**src/rtl/gpio_pad_ctrl.sv**
```systemverilog
// GPIO pad controller: register-mapped pad drive, synchronised/debounced inputs, edge-triggered level irq.
// Optional falling-edge select (EDGE_SEL, sel 5) is built only when GPIO_FALL_IRQ_EN is defined.
module gpio_pad_ctrl #(
  parameter int NPINS  = 16,
  parameter int DB_LEN = 3
) (
  input  logic             clk,
  input  logic             resetn,
  input  logic [2:0]       reg_sel,
  input  logic             reg_we,
  input  logic [NPINS-1:0] reg_wdata,
  output logic [NPINS-1:0] reg_rdata,
  input  logic [NPINS-1:0] pad_y,
  output logic [NPINS-1:0] pad_a,
  output logic [NPINS-1:0] pad_en,
  output logic             irq
);

  localparam int CW = $clog2(DB_LEN + 1);

  logic [NPINS-1:0] out_q, out_d;
  logic [NPINS-1:0] oeb_q, oeb_d;
  logic [NPINS-1:0] irq_en_q, irq_en_d;
  logic [NPINS-1:0] stat_q, stat_d;
  logic [NPINS-1:0] filt_dq;
  logic [NPINS-1:0] filt;
  logic [NPINS-1:0] w1c;
  logic [NPINS-1:0] evt;
  logic             irq_q, irq_d;
`ifdef GPIO_FALL_IRQ_EN
  logic [NPINS-1:0] edge_sel_q, edge_sel_d;
`endif

  always_comb begin
    out_d    = out_q;
    oeb_d    = oeb_q;
    irq_en_d = irq_en_q;
    w1c      = '0;
`ifdef GPIO_FALL_IRQ_EN
    edge_sel_d = edge_sel_q;
`endif
    if (reg_we) begin
      case (reg_sel)
        3'd0: out_d    = reg_wdata;
        3'd1: oeb_d    = reg_wdata;
        3'd3: irq_en_d = reg_wdata;
        3'd4: w1c      = reg_wdata;
`ifdef GPIO_FALL_IRQ_EN
        3'd5: edge_sel_d = reg_wdata;
`endif
        default: ;
      endcase
    end
  end

  // A new event overrides a same-cycle W1C so no edge is ever lost.
  always_comb begin
`ifdef GPIO_FALL_IRQ_EN
    evt = ((filt & ~filt_dq) & ~edge_sel_q) | ((~filt & filt_dq) & edge_sel_q);
`else
    evt = filt & ~filt_dq;
`endif
    stat_d = (stat_q & ~w1c) | evt;
    irq_d  = |(stat_q & irq_en_q);
  end

  always_ff @(posedge clk or negedge resetn) begin
    if (!resetn) begin
      out_q    <= '0;
      oeb_q    <= '1;
      irq_en_q <= '0;
      stat_q   <= '0;
      filt_dq  <= '0;
      irq_q    <= 1'b0;
`ifdef GPIO_FALL_IRQ_EN
      edge_sel_q <= '0;
`endif
    end else begin
      out_q    <= out_d;
      oeb_q    <= oeb_d;
      irq_en_q <= irq_en_d;
      stat_q   <= stat_d;
      filt_dq  <= filt;
      irq_q    <= irq_d;
`ifdef GPIO_FALL_IRQ_EN
      edge_sel_q <= edge_sel_d;
`endif
    end
  end

  for (genvar i = 0; i < NPINS; i++) begin : g_pin
    logic          s1_q, s2_q;
    logic          f_q, f_d;
    logic [CW-1:0] cnt_q, cnt_d;

    always_comb begin
      f_d   = f_q;
      cnt_d = cnt_q;
      if (s2_q == f_q) begin
        cnt_d = '0;
      end else if (cnt_q == CW'(DB_LEN - 1)) begin
        f_d   = s2_q;
        cnt_d = '0;
      end else begin
        cnt_d = cnt_q + CW'(1);
      end
    end

    always_ff @(posedge clk or negedge resetn) begin
      if (!resetn) begin
        s1_q  <= 1'b0;
        s2_q  <= 1'b0;
        f_q   <= 1'b0;
        cnt_q <= '0;
      end else begin
        s1_q  <= pad_y[i];
        s2_q  <= s1_q;
        f_q   <= f_d;
        cnt_q <= cnt_d;
      end
    end

    assign filt[i] = f_q;
  end

  always_comb begin
    reg_rdata = '0;
    case (reg_sel)
      3'd0: reg_rdata = out_q;
      3'd1: reg_rdata = oeb_q;
      3'd2: reg_rdata = filt;
      3'd3: reg_rdata = irq_en_q;
      3'd4: reg_rdata = stat_q;
`ifdef GPIO_FALL_IRQ_EN
      3'd5: reg_rdata = edge_sel_q;
`endif
      default: reg_rdata = '0;
    endcase
  end

  assign pad_a  = out_q;
  assign pad_en = oeb_q;
  assign irq    = irq_q;

endmodule
```
**config.mk**
```make
export PLATFORM = sky130hd
export DESIGN_NAME = gpio_pad_ctrl
export DESIGN_NICKNAME = d
export VERILOG_FILES = /design/src/rtl/gpio_pad_ctrl.sv
export SDC_FILE = /design/constraint.sdc
export NUM_CORES = 1
export LEC_CHECK = 0
export BUFFER_PORTS_ARGS = -buffer_cell sky130_fd_sc_hd__buf_2
export CORE_ASPECT_RATIO = 0.5
export CORE_MARGIN = 5
export CORE_UTILIZATION = 57
export DETAILED_ROUTE_END_ITERATION = 10
export PLACE_DENSITY_LB_ADDON = 0.05
export SKIP_LAST_GASP = 1
export SLEW_MARGIN = 20
export SYNTH_ARGS = -nofsm -noshare
export SYNTH_HDL_FRONTEND = slang
export SYNTH_SLANG_ARGS = --single-unit
```
**constraint.sdc**
```tcl
create_clock -name clk -period 2.1 [get_ports clk]
set_clock_uncertainty 0.05 [all_clocks]
set_input_delay 0.42 -clock clk [delete_from_list [all_inputs] [get_ports clk]]
set_output_delay 0.42 -clock clk [all_outputs]
set_load 0.01 [all_outputs]
```
==> metrics, run 1 <==
Post-Syn Nets 475; final setup TNS 0 ps; share of cells above drive strength 1 43.94%; vias in the first global route 4001; Multi-input gate area 2074 um^2; Setup WS pre-CTS 63.32 ps; Hold Crit Class input port to register; Final Core Density 70.88%; Final HPWL DP 8888 um; Total GRT Usage 20.93%; Overflow after GRT 0; critical path class register to output port; final WL 12950 um; Final Cell Area 7710 um^2; CTS Root Cell clkbuf_16; # setup viols final 0; CTS tree built; Nets 594; most frequent cells in the layout dfrtp_1, buf_2, mux2_2; Iter 0 DRT Violations 273; Post-Synthesis Cells 437; worst hold margin 54.19 ps; Startpoint Class register; Largest Register g_pin.cnt_q; DR pass1 iterations 5; # Max-Cap Violations 0; most common cell after layout, fill and taps aside dfrtp_1; largest net degree at the start of global routing 52; Hold Vio Cnt, Final 0; routed vias/inst 5.539; row count 27; total number of vias 3955; Area Growth Syn to Fin 23.09%; Ports 87; Final WS setup 62.03 ps; post-detailed-route count of antenna-violating nets 0; fin crit share 97.05%; RSZ-0062 raised after global routing true; FMAX 0.4907 GHz; routability cong. 0.8208; CP endpoint kind output port; CTS H-tree lvls 4; first-pass GRT wire length 21670 um; actual slew at the worst max-slew pin 447.6 ps; placed cell count 678; Seq/Total Area, Yosys 64.64%; Fillers 767; Avg Inst Size Synth 14.33 um^2; Clk Latency, worst-skew pair 420 ps; crit path DAT 1570 ps; WL per Instance 18.14 um; dpl cell area 7058 um^2; Clock Tree Buf Depth 2; FF/Latch Area 4053 um^2; Die ar. 13310 um^2; Largest register FFs 32; die height 84.13 um; Final Power 9.887 mW; # DRC 0; clock transition at the registers of the reported paths 60 ps; core box area 10880 um^2; clock buffer count from CTS 17; CTS sink cnt 161; Yosys cell types 27; Cell Pwr Density 1282 nW/um^2; Die W 158.2 um; CP Max Fanout 5; diode count 0; total number of yosys warnings 0; Lkg Pwr 3.468 nW; Final min period 2038 ps; VDD IR-drop max 0.0005720 V; IO buf count 86; status finished clean; Req. time, crit path 1630 ps; synthesized flop and latch total 161; Max Slew Vio Count 0; Cell Area, Synth 6264 um^2; Starting Density 57.58%; final cell count without fillers 714; antenna violations before repair 1; relative max-transition margin 70.16%
-- worst max-delay path, stage by stage (launching register included) --
cell     delay (ps)
dfrtp_1         430
mux2_2          280
a32oi_1         140
o21ai_1         130
buf_2           170
-- cell families after synthesis --
| logic type | after synthesis | synth area share (%) |
|---|---|---|
| multiplexers | 80 | 14.38 |
| buffers and inverters | 34 | 2.477 |
| AO/OA/AOI/OAI | 72 | 8.749 |
| AND/OR/NAND/NOR | 74 | 7.511 |
| XOR/XNOR | 16 | 2.237 |
| flip-flops | 161 | 64.64 |
-- report_power, final --
group	internal (mW)	total, mW	switching [mW]
combinational	1.10	1.90	0.803
clock	1.95	3.20	1.25
sequential	4.05	4.79	0.740
total	7.09	9.89	2.79
-- cells in the mapped netlist --
master	number	area (um^2)
a22o_1	20	175.2
a22oi_1	15	112.6
inv_1	16	60.06
nand4_1	1	6.260
o21ai_0	16	80.08
buf_4	3	22.52
buf_6	1	11.26
buf_2	7	35.03
nor4b_4	2	47.55
nand4b_2	1	15.01
a221oi_1	4	35.03
nand2_1	16	60.06
clkbuf_1	6	22.52
nor2b_1	18	112.6
a32oi_1	16	140.1
dfstp_2	16	420.4
dfrtp_1	145	3628
nor4bb_1	1	10.01
xnor2_1	16	140.1
nor2_1	1	3.750
nor3b_1	16	120.1
a21oi_1	1	5.000
and3b_1	1	8.760
inv_2	1	3.750
nand2b_1	1	6.260
mux2_2	80	900.9
nor3_1	16	80.08
-- final timing paths --
check,cells after the start,start,to,slack (ps)
worst max-delay path,4,g_pin[14].f_q,reg_rdata[14],60
worst min-delay path,1,pad_y[9],g_pin[9].s1_q,50
worst max register to register,3,stat_q[0],irq,670
worst min register to register,0,g_pin[5].s1_q,g_pin[5].s2_q,300
max in group asynchronous,3,resetn,pad_en[0],790
min in group asynchronous,2,resetn,g_pin[14].s2_q,460
-- timing repair --
action / 4_1_cts / 5_1_grt
hold buffers: 1 / 0
hold endpoints to repair: 42 / 0
buffers inserted: 0 / 3
setup endpoints to repair: 0 / 5
resized for setup: 0 / 4
-- layer usage --
layer	share of wire (%)	up-vias	global-route usage [%]
li1	-	1823	-
met1	50	2037	32.78
met2	44	83	29.25
met3	5.3	10	5.541
met4	0.71	2	4.876
met5	0.10	-	0
-- area by class of cell --
class                           instances  area share [%]
Multi-Input combinational cell        242           26.91
Timing Repair Buffer                  117           9.364
Tap cell                              145           2.353
Clock inverter                         11           2.012
Clock buffer                           21           5.972
Inverter                               17          0.8277
Sequential cell                       161           52.56
No activity file was read; power rests on OpenSTA's default activity.
==> run 2: changes to the inputs <==
Settings changed: ABC_AREA from default to 1, CORE_MARGIN 5 to default.
==> run 2 against run 1 <==
Net effect:
- global-route usage grew 5.5 points
- largest cell class unchanged
- cell area grew 2.1%
- sequential power shrank 4%
- non-clock buffer count shrank 11
- count of clock-buffer cells in the layout shrank 3
- largest power group unchanged
==> metrics, run 2 <==
status finished clean; CTS H-tree lvls 4 (unchanged); crit path max-delay cell type clkinv_1; synthesized flop and latch total 161 (unchanged); clock transition at the registers of the reported paths 60 ps (about the same); Area Growth Syn to Fin 19.36%; final setup TNS 0 ps (unchanged); worst reg-to-reg setup slack 1040 ps (+370 ps); routability cong. 0.8432 (+2.7%); largest family of logic cells by synthesized area simple AND/OR/NAND/NOR gates; commonest register cell after synthesis dfrtp_1; Switch Pwr 2.975 mW (+6.5%); Lkg Pwr 4.048 nW (+17%); total number of vias 5001 (+26%); Cell Area, Synth 6598 um^2 (+5.3%); Avg Inst Size Synth 9.163 um^2 (-36%); CTS Root Cell clkbuf_16; die height 78.08 um (-7.2%); Overflow after GRT 0 (unchanged); share of cells above drive strength 1 21.37% (-23 points); Gate power share 20.5% (+1.3 points); # setup viols final 0 (unchanged); Cell Pwr Density 1200 nW/um^2 (-6.4%); Die ar. 12040 um^2 (-9.6%); Hold Crit Class input port to register; FMAX 0.4979 GHz (+1.5%); hold-critical path depth 1 (unchanged); CP peak stage delay 320 ps (-110 ps); hold_sp pad_y[4]; most frequent cells in the layout nand2_1, dfrtp_1, buf_2; Post-synth EDFFs 0 (unchanged); XOR/XNOR Fraction of Synth Area 2.124% (-0.11 points); most frequent cells after synthesis nand2_1, dfrtp_1, inv_1, nand3_1, o21ai_1; total number of yosys warnings 0 (unchanged); CP Max Fanout 9 (+4); DR pass1 iterations 5 (unchanged); Iter 0 DRT Violations 332 (+22%); Synth area leader dfrtp_1; WL per Instance 14.52 um (-20%); family with the most delay on the worst path buffers and inverters; Req. time, crit path 1630 ps (about the same); Clock Tree Buf Depth 2 (unchanged); Max Slew Vio Count 0 (unchanged); Starting Density 59.36% (+1.8 points); largest net degree at the start of global routing 50 (-3.8%); reg2reg path depth 4 (+1); top cells by area, synth dfrtp_1, nand2_1, dfstp_2; Flop pwr share 48.5% (about the same); VDD IR-drop max 0.0006705 V (+17%); Fillers 870 (+13%); Total GRT Usage 26.48% (+5.5 points); Hold EP g_pin[4].s1_q; adder-cell share of the synthesized area 0% (unchanged); Hold Vio Cnt, Final 0 (unchanged); most common cell after layout, fill and taps aside nand2_1; CTS sink cnt 161 (unchanged); # DRC 0 (unchanged); crit path DAT 1540 ps (-30 ps); Final min period 2008 ps (-29.61 ps); relative max-transition margin 66.12% (-4.0 points); worst reg2reg endpoint irq; CTS tree built; CP endpoint kind output port; Yosys cell types 23 (-15%); Post-Syn Nets 758 (+60%); critical path class input port to output port; Setup Fix Bufs, Post-CTS 0 (unchanged); Post-Synthesis Cells 720 (+65%); Ports 87 (unchanged); Die W 154.2 um (-2.6%); cell-internal power 6.478 mW (-8.7%); clock share of power 30.9% (-1.4 points); Clk Latency, worst-skew pair 410 ps (about the same); post-detailed-route count of antenna-violating nets 0 (unchanged); Critical Path, Cell by Cell buf_2, inv_2, nand3_1, clkinv_1, nand2_1, nand2_1, buf_2; Startpoint Class input port; top-count cell post-synth nand2_1; clock buffer count from CTS 17 (unchanged); actual slew at the worst max-slew pin 507.1 ps (+59.43 ps); RSZ-0062 raised after global routing false; dpl cell area 7298 um^2 (+3.4%); Nets 858 (+44%); first-pass GRT wire length 24240 um (+12%); Seq/Total Area, Yosys 61.37% (-3.3 points); antenna violations before repair 2 (+1); Final Cell Area 7875 um^2 (+2.1%); FF-to-FF Start irq_en_q[14]; routed vias/inst 5.108 (-7.8%); post-synthesis compound-gate area fraction 4.855% (-3.9 points); core box area 11110 um^2 (+2.2%); final WL 14210 um (+9.7%); # Max-Cap Violations 0 (unchanged); Final HPWL DP 10000 um (+13%); Largest register FFs 32 (unchanged); proportion of synthesized area in mux cells 0% (-14 points); vias in the first global route 4770 (+19%); row count 27 (unchanged); Largest Register g_pin.cnt_q; WP buf/inv 4 (+3); fin crit share 95.64% (-1.4 points); Yosys top cell area share 55.00% (-2.9 points); post-synthesis async set-or-reset flop share 100.0% (unchanged); simple-gate share of the synthesized area 25.13% (+18 points); IO buf count 86 (unchanged); sw frac 31.47% (+3.2 points)
-- run 2: stage by stage --
step	cells	hold WS [ps]	setup slack, ps	util [%]	power [mW]
final	979	57.31	91.64	70.85	9.453
after global routing	979	37.76	0.7634	70.85	10.07
after CTS	978	49.74	20.75	70.81	9.526
after detailed placement	945	286.2	29.37	65.66	6.580
after global placement	945	282.4	87.14	65.66	6.498
after floorplan	720	74.41	377.8	-	5.846
-- run 2: layout make-up --
cell class              instances  area, um^2  area share, %
multi-input cells             452        2121          26.93
clock inverters                14       132.6          1.684
well taps                     145       181.4          2.304
inverters                      82       307.8          3.908
clock buffers                  18       429.2          5.450
diodes                          1       2.502        0.03178
repair buffers                106       651.9          8.278
flip-flops and latches        161        4049          51.41
-- run 2: what timing repair did --
| action | in CTS | in global routing |
|---|---|---|
| hold buffers | 1 | 0 |
| resized for setup | 0 | 1 |
| setup endpoints to repair | 0 | 6 |
| endpoints found under the hold margin | 37 | 0 |
-- run 2: per-layer routing --
layer  wire, um  GRT usage (%)  vias to the layer above
li1           -              -                     2495
met1       6847          38.09                     2364
met2       6348          40.59                      136
met3        927          6.847                        6
met4         87          6.500                        0
met5          0              0                        -
-- run 2: kinds of logic after synthesis --
kind of cell | count (synthesis)
AOI/OAI and AO/OA | 64
and+or+nand+nor | 372
xor gates and xnor gates | 16
buffers and inverters | 107
DFF | 161
-- run 2: worst max-delay path by stage --
stage | slack, ps | cells past startpoint | from | to
after CTS | 20 | 7 | reg_sel[1] | reg_rdata[9]
after detailed placement | 30 | 7 | reg_sel[1] | reg_rdata[9]
final | 90 | 7 | reg_sel[0] | reg_rdata[6]
after global routing | 0.8 | 7 | reg_sel[0] | reg_rdata[6]
after floorplan | 380 | 7 | reg_sel[2] | reg_rdata[10]
after global placement | 90 | 7 | reg_sel[1] | reg_rdata[3]
-- run 2: power by group through the flow --
stage | Combinational, mW | Sequential, mW | Clock [mW]
final | 1.94 | 4.59 | 2.92
after global routing | 2.25 | 4.71 | 3.11
after CTS | 1.97 | 4.59 | 2.97
after detailed placement | 1.94 | 4.64 | 0
after global placement | 1.88 | 4.61 | 0
after floorplan | 1.31 | 4.54 | 0
-- run 2: worst reg2reg max path: stages (launching register included) --
cell and delay, ps:
dfrtp_1 390, nand2_1 80, nand3_1 80, nor2_1 220, nand3_1 110
